## config.mk

```make
export PLATFORM = sky130hd
export DESIGN_NAME = multicycle_cpu_flat
export DESIGN_NICKNAME = d
export VERILOG_FILES = /design/src/rtl/multicycle_cpu_if.sv /design/src/rtl/multicycle_cpu.sv /design/src/flat_wrapper.sv
export SDC_FILE = /design/constraint.sdc
export NUM_CORES = 2
export LEC_CHECK = 0
export BUFFER_PORTS_ARGS = -buffer_cell sky130_fd_sc_hd__buf_2
export CORE_UTILIZATION = 55
export DETAILED_ROUTE_END_ITERATION = 12
export MAX_ROUTING_LAYER = met4
export PLACE_DENSITY = 0.74
export RECOVER_POWER = 25
export SLEW_MARGIN = 15
export SYNTH_ARGS = -nofsm -noshare
export SYNTH_HDL_FRONTEND = slang
export SYNTH_SLANG_ARGS = --single-unit
```

## constraint.sdc

```tcl
create_clock -name clk_i -period 36.6 [get_ports clk_i]
set_clock_uncertainty 0.15 [all_clocks]
set_input_delay 3.66 -clock clk_i [delete_from_list [all_inputs] [get_ports clk_i]]
set_output_delay 3.66 -clock clk_i [all_outputs]
set_load 0.03 [all_outputs]
```

## src/rtl/multicycle_cpu_if.sv

```systemverilog
// Instruction-memory fetch bus: the core issues req/addr, the memory answers
// with ready/instr in the same or any later cycle.
interface multicycle_cpu_if #(
   parameter int PC_W = 32
);
   logic            imem_req_o;
   logic [PC_W-1:0] imem_addr_o;
   logic            imem_ready_i;
   logic [31:0]     imem_instr_i;

   modport master (
      output imem_req_o,
      output imem_addr_o,
      input  imem_ready_i,
      input  imem_instr_i
   );

   modport slave (
      input  imem_req_o,
      input  imem_addr_o,
      output imem_ready_i,
      output imem_instr_i
   );
endinterface

```

## src/rtl/multicycle_cpu.sv

```systemverilog
// Multi-cycle MIPS-subset core: FETCH/DECODE/EXEC/WB sequencing over an
// external stallable instruction fetch, with an internal register file,
// a debug read port and a retire counter.
module multicycle_cpu #(
   parameter int              DATA_W   = 32,
   parameter int              PC_W     = 32,
   parameter logic [PC_W-1:0] RESET_PC = '0
) (
   input  logic              clk_i,
   input  logic              rst_i,
   multicycle_cpu_if.master  imem,
   output logic              retire_o,
   output logic [31:0]       retire_cnt_o,
   output logic              halted_o,
   output logic [PC_W-1:0]   pc_o,
   input  logic [4:0]        dbg_addr_i,
   output logic [DATA_W-1:0] dbg_data_o
);

   localparam logic [5:0] OP_RTYPE = 6'h00;
   localparam logic [5:0] OP_J     = 6'h02;
   localparam logic [5:0] OP_BEQ   = 6'h04;
   localparam logic [5:0] OP_BNE   = 6'h05;
   localparam logic [5:0] OP_ADDI  = 6'h08;
   localparam logic [5:0] OP_SLTI  = 6'h0A;
   localparam logic [5:0] FN_ADD   = 6'h20;
   localparam logic [5:0] FN_SUB   = 6'h22;
   localparam logic [5:0] FN_AND   = 6'h24;
   localparam logic [5:0] FN_OR    = 6'h25;
   localparam logic [5:0] FN_SLT   = 6'h2A;

   // Low 28 PC bits replaced by a jump; narrower PCs keep only what fits.
   localparam logic [PC_W-1:0] JMASK = PC_W'(28'hFFF_FFFF);

   typedef enum logic [2:0] {S_FETCH, S_DECODE, S_EXEC, S_WB, S_HALT} state_t;

   state_t              state_q, state_d;
   logic [PC_W-1:0]     pc_q;
   logic [31:0]         ir_q;
   logic [DATA_W-1:0]   a_q, b_q, imm_q, alu_q;
   logic                taken_q;
   logic [31:0]         cnt_q;
   logic [DATA_W-1:0]   regs [32];

   logic [5:0]          op, funct;
   logic [4:0]          rs, rt, rd, wr_addr;
   logic                legal, wr_en;
   logic [DATA_W-1:0]   alu_res;
   logic [PC_W-1:0]     pc4, br_target, j_target, pc_next;

   assign op    = ir_q[31:26];
   assign funct = ir_q[5:0];
   assign rs    = ir_q[25:21];
   assign rt    = ir_q[20:16];
   assign rd    = ir_q[15:11];

   // Decode: legality and destination register of the instruction in IR.
   always_comb begin
      legal   = 1'b0;
      wr_en   = 1'b0;
      wr_addr = rd;
      case (op)
         OP_RTYPE: begin
            wr_en = 1'b1;
            case (funct)
               FN_ADD, FN_SUB, FN_AND, FN_OR, FN_SLT: legal = 1'b1;
               default:                               legal = 1'b0;
            endcase
         end
         OP_ADDI, OP_SLTI: begin
            legal   = 1'b1;
            wr_en   = 1'b1;
            wr_addr = rt;
         end
         OP_BEQ, OP_BNE, OP_J: legal = 1'b1;
         default: legal = 1'b0;
      endcase
   end

   // ALU on the operands latched in DECODE.
   always_comb begin
      alu_res = '0;
      case (op)
         OP_RTYPE: begin
            case (funct)
               FN_ADD:  alu_res = a_q + b_q;
               FN_SUB:  alu_res = a_q - b_q;
               FN_AND:  alu_res = a_q & b_q;
               FN_OR:   alu_res = a_q | b_q;
               FN_SLT:  alu_res = DATA_W'($signed(a_q) < $signed(b_q));
               default: alu_res = '0;
            endcase
         end
         OP_ADDI: alu_res = a_q + imm_q;
         OP_SLTI: alu_res = DATA_W'($signed(a_q) < $signed(imm_q));
         default: alu_res = '0;
      endcase
   end

   // Next-PC selection applied at the end of WB.
   always_comb begin
      pc4       = pc_q + PC_W'(4);
      br_target = pc4 + (PC_W'($signed(imm_q)) << 2);
      j_target  = (pc4 & ~JMASK) | PC_W'({ir_q[25:0], 2'b00});
      pc_next   = pc4;
      case (op)
         OP_J:           pc_next = j_target;
         OP_BEQ, OP_BNE: pc_next = taken_q ? br_target : pc4;
         default:        pc_next = pc4;
      endcase
   end

   // Controller state register.
   always_ff @(posedge clk_i or posedge rst_i) begin
      if (rst_i) state_q <= S_FETCH;
      else       state_q <= state_d;
   end

   // Controller next state and fetch/retire strobes.
   always_comb begin
      state_d         = state_q;
      imem.imem_req_o = 1'b0;
      retire_o        = 1'b0;
      case (state_q)
         S_FETCH: begin
            imem.imem_req_o = 1'b1;
            if (imem.imem_ready_i) state_d = S_DECODE;
         end
         S_DECODE: state_d = legal ? S_EXEC : S_HALT;
         S_EXEC:   state_d = S_WB;
         S_WB: begin
            retire_o = 1'b1;
            state_d  = S_FETCH;
         end
         default:  state_d = S_HALT;
      endcase
   end

   // Datapath registers, register file, PC and retire counter.
   always_ff @(posedge clk_i or posedge rst_i) begin
      if (rst_i) begin
         pc_q    <= RESET_PC;
         ir_q    <= '0;
         a_q     <= '0;
         b_q     <= '0;
         imm_q   <= '0;
         alu_q   <= '0;
         taken_q <= 1'b0;
         cnt_q   <= '0;
         for (int unsigned i = 0; i < 32; i++) regs[i] <= '0;
      end else begin
         case (state_q)
            S_FETCH: if (imem.imem_ready_i) ir_q <= imem.imem_instr_i;
            S_DECODE: begin
               a_q   <= regs[rs];
               b_q   <= regs[rt];
               imm_q <= DATA_W'($signed(ir_q[15:0]));
            end
            S_EXEC: begin
               alu_q   <= alu_res;
               taken_q <= (op == OP_BEQ) ? (a_q == b_q) : (a_q != b_q);
            end
            S_WB: begin
               if (wr_en && (wr_addr != 5'd0)) regs[wr_addr] <= alu_q;
               pc_q  <= pc_next;
               cnt_q <= cnt_q + 32'd1;
            end
            default: ;
         endcase
      end
   end

   assign imem.imem_addr_o = pc_q;
   assign pc_o             = pc_q;
   assign retire_cnt_o     = cnt_q;
   assign halted_o         = (state_q == S_HALT);
   assign dbg_data_o       = regs[dbg_addr_i];

endmodule

```

## src/flat_wrapper.sv

```systemverilog
// flat-port wrapper written by rule: the top's interface ports become plain ports
module multicycle_cpu_flat 
#(
   parameter int              DATA_W   = 32,
   parameter int              PC_W     = 32,
   parameter logic [PC_W-1:0] RESET_PC = '0
)
  (clk_i, rst_i, retire_o, retire_cnt_o, halted_o, pc_o, dbg_addr_i, dbg_data_o, imem_imem_req_o, imem_imem_addr_o, imem_imem_ready_i, imem_imem_instr_i);
  multicycle_cpu_if #(.PC_W(PC_W)) imem_i ();
  input  logic clk_i;
  input  logic rst_i;
  output logic retire_o;
  output logic [31:0] retire_cnt_o;
  output logic halted_o;
  output logic [PC_W-1:0] pc_o;
  input  logic [4:0] dbg_addr_i;
  output logic [DATA_W-1:0] dbg_data_o;
  output wire logic [$bits(imem_i.imem_req_o)-1:0] imem_imem_req_o;
  output wire logic [$bits(imem_i.imem_addr_o)-1:0] imem_imem_addr_o;
  input wire logic [$bits(imem_i.imem_ready_i)-1:0] imem_imem_ready_i;
  input wire logic [$bits(imem_i.imem_instr_i)-1:0] imem_imem_instr_i;
  assign imem_imem_req_o = imem_i.imem_req_o;
  assign imem_imem_addr_o = imem_i.imem_addr_o;
  assign imem_i.imem_ready_i = imem_imem_ready_i;
  assign imem_i.imem_instr_i = imem_imem_instr_i;
  multicycle_cpu #(.DATA_W(DATA_W), .PC_W(PC_W), .RESET_PC(RESET_PC)) u_core (.clk_i(clk_i), .rst_i(rst_i), .imem(imem_i), .retire_o(retire_o), .retire_cnt_o(retire_cnt_o), .halted_o(halted_o), .pc_o(pc_o), .dbg_addr_i(dbg_addr_i), .dbg_data_o(dbg_data_o));
endmodule
```

==> metrics.txt <==
Crit path arrival time just under 8 ns; initial DRC count 6901; total global routing overflow 0; Cell Count Post-Placement slightly above 7000; unrepaired setup endpoints after global routing false; Pleak roughly 38 nW; Die Width 381 µm; Final Hold Viols 0; number of routed nets with antenna violations 0; maxcap violations 30; post-synthesis average cell area 13.9 µm²; Cell Rows 138; most common cell in the netlist dfrtp_1; maximum vdd ir drop 0.0956 mV; Clock transition at path regs 0.05 ns; fin crit period 11.60 ns; Final period util 0.317; critical path fanouts, max 72; CTS Buf Count 139; clk_lat worst skew just over 0.8 ns; htree depth 4; Area growth, synth to finish 8.05%; Yosys top cell area share 0.391; core area about 0.14 mm²; synthesized flop and latch total 1234; CTS max path bufs 3; PwrDens 57.9 mW/mm²; initial antenna violation count 1; vias 53794; worst hold path type reg2reg; Post-CTS Repair Setup Buffers 0; top cell type by total area after synthesis dfrtp_1; failing checks capacitance limit, slew limit; layout cell share with drive strength beyond 1 0.450; sequential fraction of the synthesis area 0.391; global-route wire length before repair 353 mm; cell count after synthesis 5682; Fmax achieved ~0.086 GHz; number of synthesized flops with an enable pin 0; Post-synth ARST share 1.00; DRC 0; final wirelength 233 mm; die footprint 0.145 mm²; Area contributors post-synth dfrtp_1, mux4_2, mux2_2; cts hold-fix bufs 0; # clock sinks 1234; PostCTS Resize Cnt 0; DR vias/cell 7.17; routability cong. between 0.9 and 1; clock root cell clkbuf_16; fin nets 5735; Warnings, synthesis 0; Max Slew Vio Count 969; chip height 381 µm; vias in the first global route 53920; final cell count without fillers 7503; measured slew at the worst slew-check pin between 4 and 5 ns; status finished, violations left; CTS tree done; DR WL/cell 31.0 µm; pin count of the biggest net entering global routing between 150 and 200; most instantiated cells after synthesis dfrtp_1, mux2_2, mux4_2; I/O Pins 171; GRT Overall Usage 0.335; Setup Crit Path Kind in2out; setup_tns 0 ns; Post-synth top flop dfrtp_1; Critical Path Sink Type output port; Worst Path Required 32.79 ns; I/O Buffers 166; detailed-placement wirelength estimate roughly 140 mm; slew margin rel. -1.84; Initial Util 0.556; final setup fails 0; drt first pass iters 6; Worst setup SP type primary input; Unique masters post-synth between 90 and 100; Cell Area, Synth 0.0789 mm²
## critical path, cell delays in order
cell	delay (ns)
buf_8	0.57
buf_4	0.83
buf_4	0.85
mux4_2	0.61
mux4_2	0.47
mux2_2	0.35
buf_2	0.20
## cell type report
cell class | instances | area, µm²
diodes | 1 | 2.50
clock buffers | 206 | 4110
clock inverters | 46 | 617
fillers | 10775 | 56700
inverters | 148 | 557
multi-input cells | 3720 | 45100
flip-flops and latches | 1234 | 30900
well taps | 1890 | 2360
repair buffers | 258 | 1590
## registers in the layout, summed over array words and instances, names as in the netlist
| register | flops |
|---|---|
| u_core.regs | 1024 |
| u_core.ir_q | 32 |
| u_core.a_q | 32 |
| u_core.imm_q | 16 |
| u_core.b_q | 32 |
| u_core.taken_q | 1 |
| u_core.imem.imem_addr_o | 30 |
| u_core.retire_cnt_o | 32 |
| u_core.state_q | 3 |
| u_core.alu_q | 32 |
## logic make-up (layout without fill, tap and decap cells)
group           Yosys count  after routing  synth area share
mux                    2094           2094             0.435
flops                  1234           1234             0.391
buf+inv                 731            658            0.0382
simple gates            678            678            0.0399
compound gates          615            615            0.0499
fa+ha+maj               194            194            0.0311
xor+xnor                135            135            0.0150
other cells               1              5         0.0000475
## final timing paths
| kind | end | from | cells after the start | slack, ns |
|---|---|---|---|---|
| worst max-delay path | dbg_data_o[12] | dbg_addr_i[0] | 7 | 25.00 |
| worst min-delay path | u_core.regs[1020] | u_core.regs[1020] | 0 | 0.27 |
| worst max register to register | u_core.a_q[5] | u_core.ir_q[21] | 6 | 28.62 |
| worst min register to register | u_core.regs[1020] | u_core.regs[1020] | 0 | 0.27 |
| max in group asynchronous | u_core.ir_q[16] | rst_i | 6 | 29.22 |
| min in group asynchronous | u_core.imm_q[15] | rst_i | 2 | 3.04 |
## where the power goes
part	internal, W	switching [W]	leakage (nW)
Clock	0.000846	0.000600	2.29
Sequential	0.00143	0.000214	17.0
Combinational	0.000734	0.00111	18.4
Total	0.00301	0.00193	37.7
## per-layer routing
| metal | track usage | routed length, µm |
|---|---|---|
| met5 | - | 0 |
| met4 | 0.122 | 9070 |
| met3 | 0.0727 | 22600 |
| met2 | 0.496 | 108000 |
| met1 | 0.458 | 92500 |
## through the flow
step | hold WS [ns] | power, W | utilization | cell area, µm² | setup slack [ns]
5_1_grt | 0.280 | 0.00515 | 0.601 | 85300 | 24.62
4_1_cts | 0.266 | 0.00493 | 0.602 | 85500 | 24.84
3_3_place_gp | 0.245 | 0.00347 | 0.569 | 80800 | 24.96
2_1_floorplan | 0.308 | 0.00297 | - | 78900 | 15.74
3_5_place_dp | 0.253 | 0.00348 | 0.569 | 80800 | 24.86
6_report | 0.267 | 0.00494 | 0.601 | 85300 | 25.00
## cell usage in the layout, fill, tap and decap left out, types with 19 or more instances in the layout
cell          n
xnor2_1     110
mux2_2     1049
clkbuf_16   143
nand3_1      53
mux4_2      960
buf_2       160
nor2_1      242
nand2_1     180
o22ai_1      19
a221oi_1     33
dfrtp_1    1223
o21ai_0     139
xor2_1       25
mux2i_1      78
o21bai_1     27
nand4_1      25
inv_1       147
clkbuf_8     29
ha_1        190
a21oi_1     199
clkbuf_1     49
buf_4        73
nor2b_1      23
nor3_1       32
a21o_1       27
nand2b_1     26
(Power assumes the default switching activity.)
